<file path="src/rtl/ctrl_pkg.sv">
// Shared encodings for the slice_ctrl control FSM and its instruction decoder.
package ctrl_pkg;

    typedef enum logic [1:0] {S_FETCH, S_EXEC, S_MEM, S_HALT} state_t;

    typedef enum logic [3:0] {
        C_ILLEGAL, C_OP, C_OPIMM, C_LUI, C_AUIPC,
        C_JAL, C_JALR, C_BRANCH, C_LOAD, C_STORE
    } iclass_t;

    localparam logic [6:0] OPC_LUI    = 7'b0110111;
    localparam logic [6:0] OPC_AUIPC  = 7'b0010111;
    localparam logic [6:0] OPC_JAL    = 7'b1101111;
    localparam logic [6:0] OPC_JALR   = 7'b1100111;
    localparam logic [6:0] OPC_BRANCH = 7'b1100011;
    localparam logic [6:0] OPC_LOAD   = 7'b0000011;
    localparam logic [6:0] OPC_STORE  = 7'b0100011;
    localparam logic [6:0] OPC_OPIMM  = 7'b0010011;
    localparam logic [6:0] OPC_OP     = 7'b0110011;

    localparam logic [2:0] RD_ALU   = 3'b000;
    localparam logic [2:0] RD_SHIFT = 3'b001;
    localparam logic [2:0] RD_CMP   = 3'b010;
    localparam logic [2:0] RD_IMM   = 3'b011;
    localparam logic [2:0] RD_PCP4  = 3'b100;
    localparam logic [2:0] RD_MEM   = 3'b101;

    localparam logic [1:0] ALU_ADD = 2'b00;
    localparam logic [1:0] ALU_XOR = 2'b01;
    localparam logic [1:0] ALU_OR  = 2'b10;
    localparam logic [1:0] ALU_AND = 2'b11;

    // Datapath selects that depend only on the latched instruction.
    typedef struct packed {
        logic [1:0] alu_op;
        logic       alu_inv_rs2, alu_cin, alu_mux_1_sel, alu_mux_2_sel;
        logic       cmp_mux_sel, cmp_sign_flip;
        logic       shift_dir, shift_arith, shamt_sel, pc_lsb_clr;
        logic [2:0] rd_mux_sel;
    } dp_sel_t;

    function automatic logic [3:0] mask_base(input logic [1:0] size);
        case (size)
            2'b00:   return 4'b0001;
            2'b01:   return 4'b0011;
            default: return 4'b1111;
        endcase
    endfunction

endpackage

</file>
<file path="src/rtl/inst_decode.sv">
// Combinational RV32I decoder: latched instruction -> immediate, one-hot
// register selects, instruction class and static datapath selects.
module inst_decode
    import ctrl_pkg::*;
(
    input  logic [31:0] ir,
    output iclass_t     iclass,
    output logic [2:0]  funct3,
    output logic [31:0] imm,
    output logic [31:0] rs1_sel,
    output logic [31:0] rs2_sel,
    output logic [31:0] rd_sel,
    output dp_sel_t     sel
);
    logic [31:0] imm_i, imm_s, imm_b, imm_u, imm_j;
    logic        use_rs1, use_rs2, use_rd, imm_form;

    assign funct3 = ir[14:12];
    assign imm_i  = {{20{ir[31]}}, ir[31:20]};
    assign imm_s  = {{20{ir[31]}}, ir[31:25], ir[11:7]};
    assign imm_b  = {{19{ir[31]}}, ir[31], ir[7], ir[30:25], ir[11:8], 1'b0};
    assign imm_u  = {ir[31:12], 12'b0};
    assign imm_j  = {{11{ir[31]}}, ir[31], ir[19:12], ir[20], ir[30:21], 1'b0};
    assign imm_form = (ir[6:0] == OPC_OPIMM);

    // NOTE: every output gets a default before the case so no path can infer a latch.
    always_comb begin
        iclass  = C_ILLEGAL;
        imm     = '0;
        use_rs1 = 1'b0;
        use_rs2 = 1'b0;
        use_rd  = 1'b0;
        sel     = '0;
        if (ir[1:0] == 2'b11) begin
            case (ir[6:0])
                OPC_OP, OPC_OPIMM: begin
                    iclass            = imm_form ? C_OPIMM : C_OP;
                    imm               = imm_form ? imm_i : '0;
                    use_rs1           = 1'b1;
                    use_rs2           = !imm_form;
                    use_rd            = 1'b1;
                    sel.alu_mux_2_sel = imm_form;
                    case (funct3)
                        3'b000: begin
                            sel.alu_inv_rs2 = !imm_form && ir[30];
                            sel.alu_cin     = !imm_form && ir[30];
                        end
                        3'b001: begin
                            sel.rd_mux_sel = RD_SHIFT;
                            sel.shamt_sel  = imm_form;
                        end
                        3'b010, 3'b011: begin
                            sel.rd_mux_sel    = RD_CMP;
                            sel.cmp_mux_sel   = imm_form;
                            sel.cmp_sign_flip = !funct3[0];
                        end
                        3'b100: sel.alu_op = ALU_XOR;
                        3'b101: begin
                            sel.rd_mux_sel  = RD_SHIFT;
                            sel.shift_dir   = 1'b1;
                            sel.shift_arith = ir[30];
                            sel.shamt_sel   = imm_form;
                        end
                        3'b110:  sel.alu_op = ALU_OR;
                        default: sel.alu_op = ALU_AND;
                    endcase
                end
                OPC_LUI: begin
                    iclass         = C_LUI;
                    imm            = imm_u;
                    use_rd         = 1'b1;
                    sel.rd_mux_sel = RD_IMM;
                end
                OPC_AUIPC, OPC_JAL: begin
                    iclass            = (ir[6:0] == OPC_JAL) ? C_JAL : C_AUIPC;
                    imm               = (ir[6:0] == OPC_JAL) ? imm_j : imm_u;
                    use_rd            = 1'b1;
                    sel.alu_mux_1_sel = 1'b1;
                    sel.alu_mux_2_sel = 1'b1;
                    sel.rd_mux_sel    = (ir[6:0] == OPC_JAL) ? RD_PCP4 : RD_ALU;
                end
                OPC_JALR: begin
                    iclass            = C_JALR;
                    imm               = imm_i;
                    use_rs1           = 1'b1;
                    use_rd            = 1'b1;
                    sel.alu_mux_2_sel = 1'b1;
                    sel.rd_mux_sel    = RD_PCP4;
                    sel.pc_lsb_clr    = 1'b1;
                end
                OPC_BRANCH: if (funct3[2:1] != 2'b01) begin
                    iclass            = C_BRANCH;
                    imm               = imm_b;
                    use_rs1           = 1'b1;
                    use_rs2           = 1'b1;
                    sel.alu_mux_1_sel = 1'b1;
                    sel.alu_mux_2_sel = 1'b1;
                    sel.cmp_sign_flip = (funct3[2:1] == 2'b10);
                end
                // Undefined access sizes are treated as illegal encodings.
                OPC_LOAD: if (funct3[1:0] != 2'b11 && funct3[2:1] != 2'b11) begin
                    iclass            = C_LOAD;
                    imm               = imm_i;
                    use_rs1           = 1'b1;
                    use_rd            = 1'b1;
                    sel.alu_mux_2_sel = 1'b1;
                end
                OPC_STORE: if (!funct3[2] && funct3[1:0] != 2'b11) begin
                    iclass            = C_STORE;
                    imm               = imm_s;
                    use_rs1           = 1'b1;
                    use_rs2           = 1'b1;
                    sel.alu_mux_2_sel = 1'b1;
                end
                default: ;
            endcase
        end
    end

    assign rs1_sel = use_rs1 ? (32'd1 << ir[19:15]) : '0;
    assign rs2_sel = use_rs2 ? (32'd1 << ir[24:20]) : '0;
    assign rd_sel  = (use_rd && ir[11:7] != 5'd0) ? (32'd1 << ir[11:7]) : '0;

endmodule

</file>
<file path="src/rtl/slice_ctrl.sv">
// Multi-cycle control FSM for the bit-sliced RV32I datapath: fetch, decode,
// memory handshake, branch resolution and retired-instruction counting.
module slice_ctrl
    import ctrl_pkg::*;
#(
    parameter bit CHECK_ALIGN = 1'b1,
    parameter int RET_CNT_W   = 32
)(
    input  logic                 clk,
    input  logic                 rst_n,
    input  logic                 mem_resp,
    input  logic [31:0]          mem_rdata,
    input  logic [1:0]           addr_lo,
    input  logic                 cmp_eq,
    input  logic                 cmp_lt,
    output logic                 mem_addr_sel,
    output logic [3:0]           mem_rmask,
    output logic [3:0]           mem_wmask,
    output logic [31:0]          rs1_sel,
    output logic [31:0]          rs2_sel,
    output logic [31:0]          rd_sel,
    output logic [31:0]          imm,
    output logic [1:0]           alu_op,
    output logic                 alu_inv_rs2,
    output logic                 alu_cin,
    output logic                 alu_mux_1_sel,
    output logic                 alu_mux_2_sel,
    output logic                 cmp_mux_sel,
    output logic                 cmp_sign_flip,
    output logic                 shift_dir,
    output logic                 shift_arith,
    output logic                 shamt_sel,
    output logic [2:0]           rd_mux_sel,
    output logic [2:0]           mem_mux_sel,
    output logic                 pc_mux_sel,
    output logic                 pc_we,
    output logic                 pc_lsb_clr,
    output logic                 commit,
    output logic                 halt,
    output logic [RET_CNT_W-1:0] retired
);
    state_t      state;
    logic [31:0] ir;

    iclass_t     iclass;
    logic [2:0]  funct3;
    logic [31:0] dec_imm, dec_rs1_sel, dec_rs2_sel, dec_rd_sel;
    dp_sel_t     dec_sel, dp;

    inst_decode u_decode (
        .ir      (ir),
        .iclass  (iclass),
        .funct3  (funct3),
        .imm     (dec_imm),
        .rs1_sel (dec_rs1_sel),
        .rs2_sel (dec_rs2_sel),
        .rd_sel  (dec_rd_sel),
        .sel     (dec_sel)
    );

    logic       active, is_mem, is_load, misaligned, taken;
    logic [3:0] mask;

    assign active  = (state == S_EXEC) || (state == S_MEM);
    assign is_mem  = (iclass == C_LOAD) || (iclass == C_STORE);
    assign is_load = (iclass == C_LOAD);
    assign mask    = mask_base(funct3[1:0]) << addr_lo;
    assign misaligned = CHECK_ALIGN &&
                        (((funct3[1:0] == 2'b01) && addr_lo[0]) ||
                         ((funct3[1:0] == 2'b10) && (addr_lo != 2'b00)));
    // Signed/unsigned is handled by cmp_sign_flip; funct3[0] inverts the sense.
    assign taken   = (funct3[2] ? cmp_lt : cmp_eq) ^ funct3[0];
    assign dp      = active ? dec_sel : '0;

    always_comb begin
        mem_addr_sel  = 1'b0;
        mem_rmask     = '0;
        mem_wmask     = '0;
        rd_sel        = '0;
        mem_mux_sel   = '0;
        pc_mux_sel    = 1'b0;
        pc_we         = 1'b0;
        commit        = 1'b0;
        halt          = 1'b0;
        rs1_sel       = active ? dec_rs1_sel : '0;
        rs2_sel       = active ? dec_rs2_sel : '0;
        imm           = active ? dec_imm : '0;
        alu_op        = dp.alu_op;
        alu_inv_rs2   = dp.alu_inv_rs2;
        alu_cin       = dp.alu_cin;
        alu_mux_1_sel = dp.alu_mux_1_sel;
        alu_mux_2_sel = dp.alu_mux_2_sel;
        cmp_mux_sel   = dp.cmp_mux_sel;
        cmp_sign_flip = dp.cmp_sign_flip;
        shift_dir     = dp.shift_dir;
        shift_arith   = dp.shift_arith;
        shamt_sel     = dp.shamt_sel;
        pc_lsb_clr    = dp.pc_lsb_clr;
        rd_mux_sel    = dp.rd_mux_sel;
        case (state)
            S_FETCH: mem_rmask = 4'hF;
            S_EXEC: if (iclass != C_ILLEGAL && !is_mem) begin
                rd_sel     = dec_rd_sel;
                pc_we      = 1'b1;
                commit     = 1'b1;
                pc_mux_sel = (iclass == C_BRANCH) ? taken
                           : (iclass == C_JAL) || (iclass == C_JALR);
            end
            S_MEM: begin
                mem_addr_sel = 1'b1;
                if (is_load) begin
                    rd_mux_sel  = RD_MEM;
                    mem_mux_sel = funct3;
                end
                if (!misaligned) begin
                    mem_rmask = is_load ? mask : 4'h0;
                    mem_wmask = is_load ? 4'h0 : mask;
                    if (mem_resp) begin
                        rd_sel = is_load ? dec_rd_sel : '0;
                        pc_we  = 1'b1;
                        commit = 1'b1;
                    end
                end
            end
            default: halt = 1'b1;
        endcase
    end

    // NOTE: sequential state uses non-blocking assignments so every register samples pre-edge values.
    always_ff @(posedge clk or negedge rst_n) begin
        if (!rst_n) begin
            state   <= S_FETCH;
            ir      <= '0;
            retired <= '0;
        end else begin
            case (state)
                S_FETCH: if (mem_resp) begin
                    ir    <= mem_rdata;
                    state <= S_EXEC;
                end
                S_EXEC: state <= (iclass == C_ILLEGAL) ? S_HALT
                               : is_mem ? S_MEM : S_FETCH;
                S_MEM: begin
                    if (misaligned)    state <= S_HALT;
                    else if (mem_resp) state <= S_FETCH;
                end
                default: state <= S_HALT;
            endcase
            if (commit) retired <= retired + RET_CNT_W'(1);
        end
    end

endmodule
</file>
<file path="config.mk">
export PLATFORM = sky130hd
export DESIGN_NAME = slice_ctrl
export DESIGN_NICKNAME = d
export VERILOG_FILES = /design/src/rtl/ctrl_pkg.sv /design/src/rtl/inst_decode.sv /design/src/rtl/slice_ctrl.sv
export SDC_FILE = /design/constraint.sdc
export NUM_CORES = 1
export LEC_CHECK = 0
export BUFFER_PORTS_ARGS = -buffer_cell sky130_fd_sc_hd__buf_2
export CORE_AREA = 4 4 138 140
export CTS_CLUSTER_DIAMETER = 200
export DETAILED_ROUTE_END_ITERATION = 8
export DIE_AREA = 0 0 142 144
export PLACE_DENSITY = 0.56
export SLEW_MARGIN = 30
export SYNTH_ARGS = -nofsm -noshare
export SYNTH_HDL_FRONTEND = slang
export SYNTH_HIERARCHICAL = 1
export SYNTH_SLANG_ARGS = --single-unit
</file>
<file path="constraint.sdc">
create_clock -name clk -period 7.75 [get_ports clk]
set_input_delay 1.1625 -clock clk [delete_from_list [all_inputs] [get_ports clk]]
set_output_delay 1.1625 -clock clk [all_outputs]
set_load 0.05 [all_outputs]
</file>
==> flow_summary.json, run 1 <==
{
  "die_w_um": 142,
  "fmax_mhz": 183,
  "drc": 0,
  "wirelength_um": 20500,
  "cts_setup_buffers": 0,
  "maxSlewHeadroom_pct": 45.5,
  "worst_pin_slew_ns": 0.814,
  "h-tree-depth": 3,
  "arrival_ns": 4.31,
  "synthCells": 775,
  "clock-root-buffer": "clkbuf_16",
  "powerDensity_nw_per_um2": 290,
  "die_h_um": 144,
  "cts_hold_buf": 0,
  "crit_chain": "nand2b_1 > o2111a_1 > a21oi_1 > nand2_1 > nor3_1 > a41oi_1 > nor2b_2 > and2_1 > buf_2",
  "drt_iter0_markers": 388,
  "synthFlopType": "dfrtp_1",
  "status": "completed",
  "worst_slack_ns": 2.27,
  "final_cell_area_um2": 7500,
  "clock_path_buffers": 2,
  "rsz0062_at_grt": "false",
  "core_region_area_um2": 17800,
  "synth.most_common_cell": "and2_1",
  "drv_cap": 0,
  "clkSinkCount": 66,
  "routedWlPerCell_um": 17.4,
  "reg2reg_slack_ns": 4.11,
  "rows": 49,
  "required_ns": 6.59,
  "synth_top_area_share_pct": 27.0,
  "synth_area_leaders": "dfrtp_1, and2_1, nor3_1",
  "ant_nets": 0,
  "ctsResizeCount": 0,
  "leakage_nw": 3.66,
  "hold_class": "flip-flop to flip-flop",
  "critical-path-max-stage-delay_ns": 0.69,
  "synth-async-reset-ratio_pct": 100,
  "synth_warnings": 6,
  "clk_transition_reported_paths_ns": 0.06,
  "placed_area_um2": 7210,
  "grt_max_degree": 115,
  "fill_cells": 1880,
  "ys_seq_elements": 66,
  "area_growth_pct": 22.5,
  "gr-total-overflow": 0,
  "setup_violations": 0,
  "start_util_pct": 34.3,
  "slowest_stage": "dfrtp_1",
  "grt_pass1_vias": 5705,
  "pre_cts_ws_ns": 2.61,
  "seqCellArea_um2": 1650,
  "worstSkewPairLatency_ns": 0.34,
  "syn_area_per_cell_um2": 7.90,
  "numCtsBuffers": 9,
  "period_needed_ns": 5.48,
  "synth_nets": 819,
  "grt_pass1_wl_um": 31100,
  "portBuffers": 228,
  "hold_viol_final": 0,
  "tns_ns": 0,
  "vias": 6122,
  "cts_tree": "done",
  "crit_fanout": 32,
  "antenna_found_initial": 5,
  "clock_skew_ns": 0.00634,
  "critPathLaunchType": "flip-flop",
  "dieArea_um2": 20400,
  "peakVddDrop_v": 0.000213,
  "finalMaxSlewViolations": 0,
  "syn_area_um2": 6120,
  "grt_util_all_layers_pct": 19.1,
  "ioPinCount": 230,
  "drive_above_1_share_pct": 32.6,
  "synth_edf_count": 0,
  "critPathKind": "flip-flop to output pin",
  "dr.pass1.iters": 5,
  "synth_commonest_cells": "and2_1, nor3_1, dfrtp_1",
  "synth.distinct_cells": 72,
  "vias_per_cell": 5.20,
  "endpoint_kind": "output pin",
  "gp_congestion": 0.885,
  "dpl.hpwl_um": 15400,
  "multiInputGateArea_um2": 4030,
  "period_share_pct": 70.7,
  "nNetsFinal": 986,
  "ys_seq_area_share_pct": 27.0,
  "synth_top_area_cell": "dfrtp_1"
}
state kept, by name (all words and copies together), names as in the netlist:
register,cells
ir,32
retired,32
state,2
placed cells by master, fill, tap and decap left out, drive strengths merged, types with 5 or more instances in the layout:
master / netlist / routed
buf: 41 / 233
and2: 148 / 148
nor3: 89 / 89
dfrtp: 66 / 66
nand2: 54 / 54
nor2: 37 / 37
mux2: 32 / 32
nand3: 27 / 27
xnor2: 26 / 26
nand4: 22 / 22
a21oi: 20 / 20
and3: 19 / 19
inv: 13 / 14
nand2b: 13 / 13
o211ai: 13 / 13
nand3b: 10 / 10
o21ai: 10 / 10
nor4: 10 / 10
clkbuf: 36 / 10
xor2: 9 / 9
nor4b: 8 / 8
or3: 7 / 7
a21boi: 6 / 6
nor2b: 6 / 6
ha: 5 / 5
a211oi: 5 / 5
worst paths after layout:
kind                        startpoint     endpoint  cells past startpoint
max                             ir[13]   rd_sel[12]                      9
min reg2reg                retired[31]  retired[31]                      1
min                        retired[31]  retired[31]                      1
max in group asynchronous        rst_n        ir[7]                      1
max reg2reg                     ir[13]  retired[10]                     10
min in group asynchronous        rst_n  retired[22]                      1
power by group:
part | internal, mW | total (mW) | switching [mW]
combinational | 0.344 | 1.10 | 0.754
sequential | 0.441 | 0.682 | 0.241
clock | 0.225 | 0.396 | 0.170
total | 1.01 | 2.18 | 1.17
worst max-delay path, delay by kind of cell, from the launching register on:
family / cells / cell delay, ns
and+or+nand+nor: 5 / 1.75
AOI/OAI and AO/OA: 3 / 1.26
buffers and inverters: 1 / 0.26
DFF: 1 / 0.69
layer usage:
| metal | vias to the layer above | track usage, % | share of wire [%] |
|---|---|---|---|
| met5 | - | 0 | 0.30 |
| met4 | 10 | 4.95 | 1.6 |
| met2 | 198 | 32.9 | 48 |
| li1 | 3017 | - | - |
| met3 | 32 | 5.69 | 8.1 |
| met1 | 2865 | 23.6 | 42 |
final cells by class:
cell class	count	share of cell area [%]
Antenna cell	2	0.0667
Clock buffer	10	3.19
Clock inverter	6	0.551
Inverter	13	0.684
Multi-Input combinational cell	619	53.7
Sequential cell	66	22.0
Tap cell	229	3.82
Timing Repair Buffer	233	15.9
stage by stage:
stage | std cells | hold slack [ns] | total power [mW] | util, %
floorplan | 775 | 0.478 | 1.56 | -
global placement | 1158 | 0.457 | 1.78 | 40.2
detailed placement | 1160 | 0.464 | 1.79 | 40.4
CTS | 1176 | 0.473 | 2.19 | 42.0
global route | 1176 | 0.486 | 2.34 | 42.0
finish | 1178 | 0.472 | 2.18 | 42.0
logic make-up (layout without fill, tap and decap cells):
kind of cell,count (synthesis),after routing,synth area share (%)
compound gates,79,79,9.77
xor+xnor,35,35,5.13
fa+ha+maj,5,5,1.02
buf+inv,90,262,7.46
flops,66,66,27.0
mux,33,33,6.05
other cells,1,3,0.0613
simple gates,466,466,43.5
Note: power is estimated with default switching activity, not from simulation.
==> run 2: changes to the inputs <==
--- a/config.mk
+++ b/config.mk
@@ -10,7 +10,7 @@
 export CTS_CLUSTER_DIAMETER = 200
 export DETAILED_ROUTE_END_ITERATION = 8
 export DIE_AREA = 0 0 142 144
-export PLACE_DENSITY = 0.56
+export PLACE_DENSITY = 0.59
 export SLEW_MARGIN = 30
 export SYNTH_ARGS = -nofsm -noshare
 export SYNTH_HDL_FRONTEND = slang
==> constraint.sdc (replaced) <==
create_clock -name clk -period 5 [get_ports clk]
set_input_delay 0.75 -clock clk [delete_from_list [all_inputs] [get_ports clk]]
set_output_delay 0.75 -clock clk [all_outputs]
set_load 0.05 [all_outputs]
==> flow_summary.json, run 2 (synthesis gave the netlist of run 1 again) <==
{
  "drive_above_1_share_pct": 32.8,
  "crit_fanout": 32,
  "clk_transition_reported_paths_ns": 0.06,
  "required_ns": 4.25,
  "vias": 6165,
  "wirelength_um": 20600,
  "hold-worst-slack_ns": 0.450,
  "placed_area_um2": 7230,
  "clock-root-buffer": "clkbuf_16",
  "critPathLaunchType": "flip-flop",
  "core_region_area_um2": 17800,
  "antenna_found_initial": 6,
  "vias_per_cell": 5.22,
  "area_growth_pct": 23.7,
  "powerDensity_nw_per_um2": 462,
  "grt_util_all_layers_pct": 19.6,
  "routedWlPerCell_um": 17.5,
  "cts_setup_buffers": 0,
  "drt_iter0_markers": 361,
  "drv_cap": 0,
  "worstSkewPairLatency_ns": 0.35,
  "final_cell_area_um2": 7570,
  "period_needed_ns": 4.47,
  "place_inst": 1165,
  "top_regs": "ir: 32 flops, retired: 32 flops, state: 2 flops",
  "worst_slack_ns": 0.529,
  "period_share_pct": 89.4,
  "numCtsBuffers": 9,
  "grt_pass1_wl_um": 31900,
  "ioPinCount": 230,
  "grt_pass1_vias": 5788,
  "rsz0062_at_grt": "false",
  "mostFrequentLayoutCells": "buf_2, and2_1, nor3_1",
  "die_h_um": 144,
  "peakVddDrop_v": 0.000312,
  "fmax_mhz": 224,
  "dieArea_um2": 20400,
  "leakage_nw": 3.72,
  "final_common_cell": "buf_2",
  "dr.pass1.iters": 5,
  "fill_cells": 1859,
  "gr-total-overflow": 0,
  "hold_class": "input port to asynchronous set/reset pin",
  "seqCellArea_um2": 1650,
  "critPathKind": "flip-flop to output pin",
  "hold_viol_final": 0,
  "die_w_um": 142,
  "rows": 49,
  "maxSlewHeadroom_pct": 48.2,
  "finalMaxSlewViolations": 0,
  "cts_hold_buf": 0,
  "nNetsFinal": 991,
  "setup_violations": 0,
  "clock_skew_ns": 0.0108,
  "clock_path_buffers": 2,
  "pre_cts_ws_ns": 0.740,
  "endpoint_kind": "output pin",
  "final_cells": 1181,
  "gp_congestion": 0.914,
  "ctsResizeCount": 0,
  "portBuffers": 228,
  "drc": 0,
  "h-tree-depth": 3,
  "ant_nets": 0,
  "start_util_pct": 34.3,
  "grt_max_degree": 103,
  "arrival_ns": 3.72,
  "multiInputGateArea_um2": 4030,
  "dpl.hpwl_um": 15900,
  "worst_pin_slew_ns": 0.776,
  "diodes": 0,
  "status": "completed",
  "tns_ns": 0,
  "cts_tree": "done",
  "clkSinkCount": 66
}
-- run 2: cell types whose count changed in the layout (fill, tap and decap cells not counted), sizes merged --
| cell | previous run | this run |
|---|---|---|
| inv | 14 | 16 |
| clkinv | 2 | 1 |
| bufinv | 0 | 2 |
| clkinvlp | 3 | 0 |
| buf | 233 | 238 |
| diode | 2 | 0 |
-- run 2: area by class of cell --
cell class | instances | area share, %
multi-input cells | 619 | 53.2
flip-flops and latches | 66 | 21.8
repair buffers | 238 | 16.2
well taps | 229 | 3.78
clock buffers | 10 | 3.16
clock inverters | 6 | 1.26
inverters | 13 | 0.677
-- run 2: critical path: stages (launching register included) --
cell      delay (ns)
dfrtp_1         0.68
nand2b_1        0.21
o2111a_1        0.47
a21oi_1         0.24
nand2_1         0.13
nor3_1          0.37
a41oi_1         0.31
nor2b_4         0.48
and2_1          0.20
buf_2           0.26
-- run 2: final timing paths --
check / startpoint / endpoint / slack (ns) / cells after the start
worst min register to register: retired[31] / retired[31] / 0.47 / 1
max in group asynchronous: rst_n / state[1] / 3.57 / 2
worst max register to register: ir[13] / retired[6] / 1.75 / 10
min in group clk: retired[31] / retired[31] / 0.47 / 1
worst min-delay path: rst_n / retired[23] / 0.45 / 1
worst max-delay path: ir[13] / rd_sel[2] / 0.53 / 9
-- run 2: layer usage --
layer | vias up | wire [µm] | part of all wire, % | global-route usage, %
li1 | 3034 | - | - | -
met1 | 2846 | 8470 | 41 | 24.2
met2 | 238 | 9970 | 48 | 33.4
met3 | 35 | 1870 | 9.1 | 6.85
met4 | 12 | 253 | 1.2 | 3.89
met5 | - | 70 | 0.34 | 0
-- run 2: through the flow --
| stage | total power, mW | util [%] |
|---|---|---|
| detailed placement | 2.78 | 40.5 |
| floorplan | 2.41 | - |
| CTS | 3.52 | 42.4 |
| finish | 3.50 | 42.5 |
| global placement | 2.75 | 40.4 |
| global route | 3.76 | 42.5 |
-- run 2: report_power, final --
| part | switching, mW | internal [mW] | total, mW | leakage (nW) |
|---|---|---|---|---|
| Sequential | 0.347 | 0.684 | 1.03 | 0.847 |
| Combinational | 1.20 | 0.548 | 1.75 | 2.70 |
| Clock | 0.263 | 0.456 | 0.720 | 0.164 |
| Total | 1.81 | 1.69 | 3.50 | 3.72 |
==> run 3: changes to the inputs <==
--- a/config.mk
+++ b/config.mk
@@ -10,6 +10,7 @@
 export CTS_CLUSTER_DIAMETER = 200
 export DETAILED_ROUTE_END_ITERATION = 8
 export DIE_AREA = 0 0 142 144
+export MAX_ROUTING_LAYER = met4
 export PLACE_DENSITY = 0.59
 export SLEW_MARGIN = 30
 export SYNTH_ARGS = -nofsm -noshare
==> constraint.sdc (replaced) <==
create_clock -name clk -period 5 [get_ports clk]
set_input_delay 0.75 -clock clk [delete_from_list [all_inputs] [get_ports clk]]
set_output_delay 0.75 -clock clk [all_outputs]
set_load 0.005 [all_outputs]
==> flow_summary.json, run 3 (synthesis gave the netlist of run 1 again) <==
{
  "dpl.hpwl_um": 15700,
  "critical-path-max-stage-delay_ns": 0.57,
  "rsz0062_at_grt": "false",
  "hold-worst-slack_ns": 0.460,
  "grt_pass1_wl_um": 31900,
  "final_common_cell": "buf_2",
  "hold_viol_final": 0,
  "dr.pass1.iters": 4,
  "drive_above_1_share_pct": 32.7,
  "pwr-share-seq_pct": 31.6,
  "crit_chain": "nand2b_1 > o2111a_1 > a21oi_1 > nand2_1 > nor3_1 > a41oi_1 > nor2b_4 > and2_1 > buf_2",
  "cts_tree": "done",
  "peakVddDrop_v": 0.000371,
  "wirelength_um": 20600,
  "rows": 49,
  "vias": 6145,
  "grt_util_all_layers_pct": 20.2,
  "period_needed_ns": 4.62,
  "drt_iter0_markers": 429,
  "cts_setup_buffers": 0,
  "grt_max_degree": 113,
  "drc": 0,
  "clock_skew_ns": 0.00880,
  "fill_cells": 1866,
  "critPathKind": "flip-flop to output pin",
  "status": "completed",
  "r2r_start": "ir[14]",
  "dieArea_um2": 20400,
  "crit_end": "rd_sel[30]",
  "crit_fanout": 32,
  "die_w_um": 142,
  "period_share_pct": 92.3,
  "core_region_area_um2": 17800,
  "nNetsFinal": 991,
  "slowest_stage": "a21oi_1",
  "tns_ns": 0,
  "combPwrFrac_pct": 47.0,
  "routedWlPerCell_um": 17.4,
  "netSwitchingFraction_pct": 48.1,
  "powerDensity_nw_per_um2": 424,
  "ff2ff_path_depth": 10,
  "fmax_mhz": 217,
  "rr_endpoint": "retired[10]",
  "final_cells": 1187,
  "numCtsBuffers": 9,
  "worstSkewPairLatency_ns": 0.35,
  "power_frac_clock_pct": 21.4,
  "grt_pass1_vias": 5767,
  "ant_nets": 0,
  "final_util_pct": 42.5,
  "place_inst": 1165,
  "area_growth_pct": 23.8,
  "vias_per_cell": 5.18,
  "gp_congestion": 0.919,
  "reg2reg_slack_ns": 1.41,
  "worst_pin_slew_ns": 0.855,
  "arrival_ns": 3.87,
  "gr-total-overflow": 0,
  "clkSinkCount": 66,
  "top_regs": "ir: 32 flops, retired: 32 flops, state: 2 flops",
  "drv_cap": 0,
  "portBuffers": 228,
  "h-tree-depth": 3,
  "switching_power_mw": 1.55,
  "start_util_pct": 34.3,
  "critPathLaunchType": "flip-flop",
  "clk_transition_reported_paths_ns": 0.06,
  "setup_violations": 0,
  "leakage_nw": 3.71,
  "die_h_um": 144,
  "required_ns": 4.25,
  "ioPinCount": 230,
  "hold_class": "flip-flop to flip-flop",
  "maxSlewHeadroom_pct": 43.0,
  "endpoint_kind": "output pin",
  "p_int_mw": 1.67,
  "crit_start": "ir[14]",
  "clock-root-buffer": "clkbuf_16",
  "mostFrequentLayoutCells": "buf_2, and2_1, nor3_1",
  "finalMaxSlewViolations": 0,
  "clock_path_buffers": 2,
  "antenna_found_initial": 6
}
[run 3: worst max-delay path, delay by kind of cell, from the launching register on]
| kind | cells | cell delay [ns] |
|---|---|---|
| AND/OR/NAND/NOR | 5 | 1.62 |
| flip-flops | 1 | 0.55 |
| AO/OA/AOI/OAI | 3 | 1.25 |
| buffers and inverters | 1 | 0.11 |
[run 3: power groups by stage]
stage                     Sequential (mW)  Clock (mW)  Combinational (mW)
final                                1.02       0.687                1.51
after global routing                 1.06       0.736                1.68
after CTS                            1.01       0.710                1.51
after detailed placement             1.02           0                1.50
after global placement               1.02           0                1.49
after floorplan                     0.793           0                1.35
[run 3: worst min-delay path by stage]
stage,startpoint,end,slack (ns),cells after the start
final,retired[31],retired[31],0.46,1
after global routing,retired[31],retired[31],0.47,1
after CTS,retired[31],retired[31],0.47,1
after detailed placement,retired[31],retired[31],0.45,1
after global placement,retired[31],retired[31],0.45,1
after floorplan,rst_n,ir[0],0.45,0
[run 3: cell type report]
| cell class | count | area [µm²] | share of cell area, % |
|---|---|---|---|
| sequential | 66 | 1650 | 21.8 |
| inverter | 13 | 51.3 | 0.677 |
| multi-input combinational | 619 | 4030 | 53.1 |
| timing repair buffer | 238 | 1230 | 16.2 |
| clock inverter | 6 | 90.1 | 1.19 |
| clock buffer | 10 | 229 | 3.02 |
| tap | 229 | 287 | 3.78 |
| antenna | 6 | 15.0 | 0.198 |
[run 3: what timing repair did]
item / 4_1_cts / 5_1_grt
resized for setup: 0 / 1
hold buffers: 0 / 0
setup endpoints to repair: 0 / 31
[run 3: through the flow]
stage	cell area, µm²	setup WS, ns	power (mW)
final	7580	0.385	3.22
after global routing	7580	0.0887	3.48
after CTS	7550	0.228	3.23
after detailed placement	7230	0.615	2.52
after global placement	7210	0.809	2.51
after floorplan	6120	1.61	2.15
[run 3: per-layer routing]
metal	up-vias	wire, µm	GRT usage, %
met5	-	0	-
met4	0	319	5.00
met3	23	1820	5.85
met2	234	9850	33.5
met1	2852	8650	24.4
li1	3036	-	-
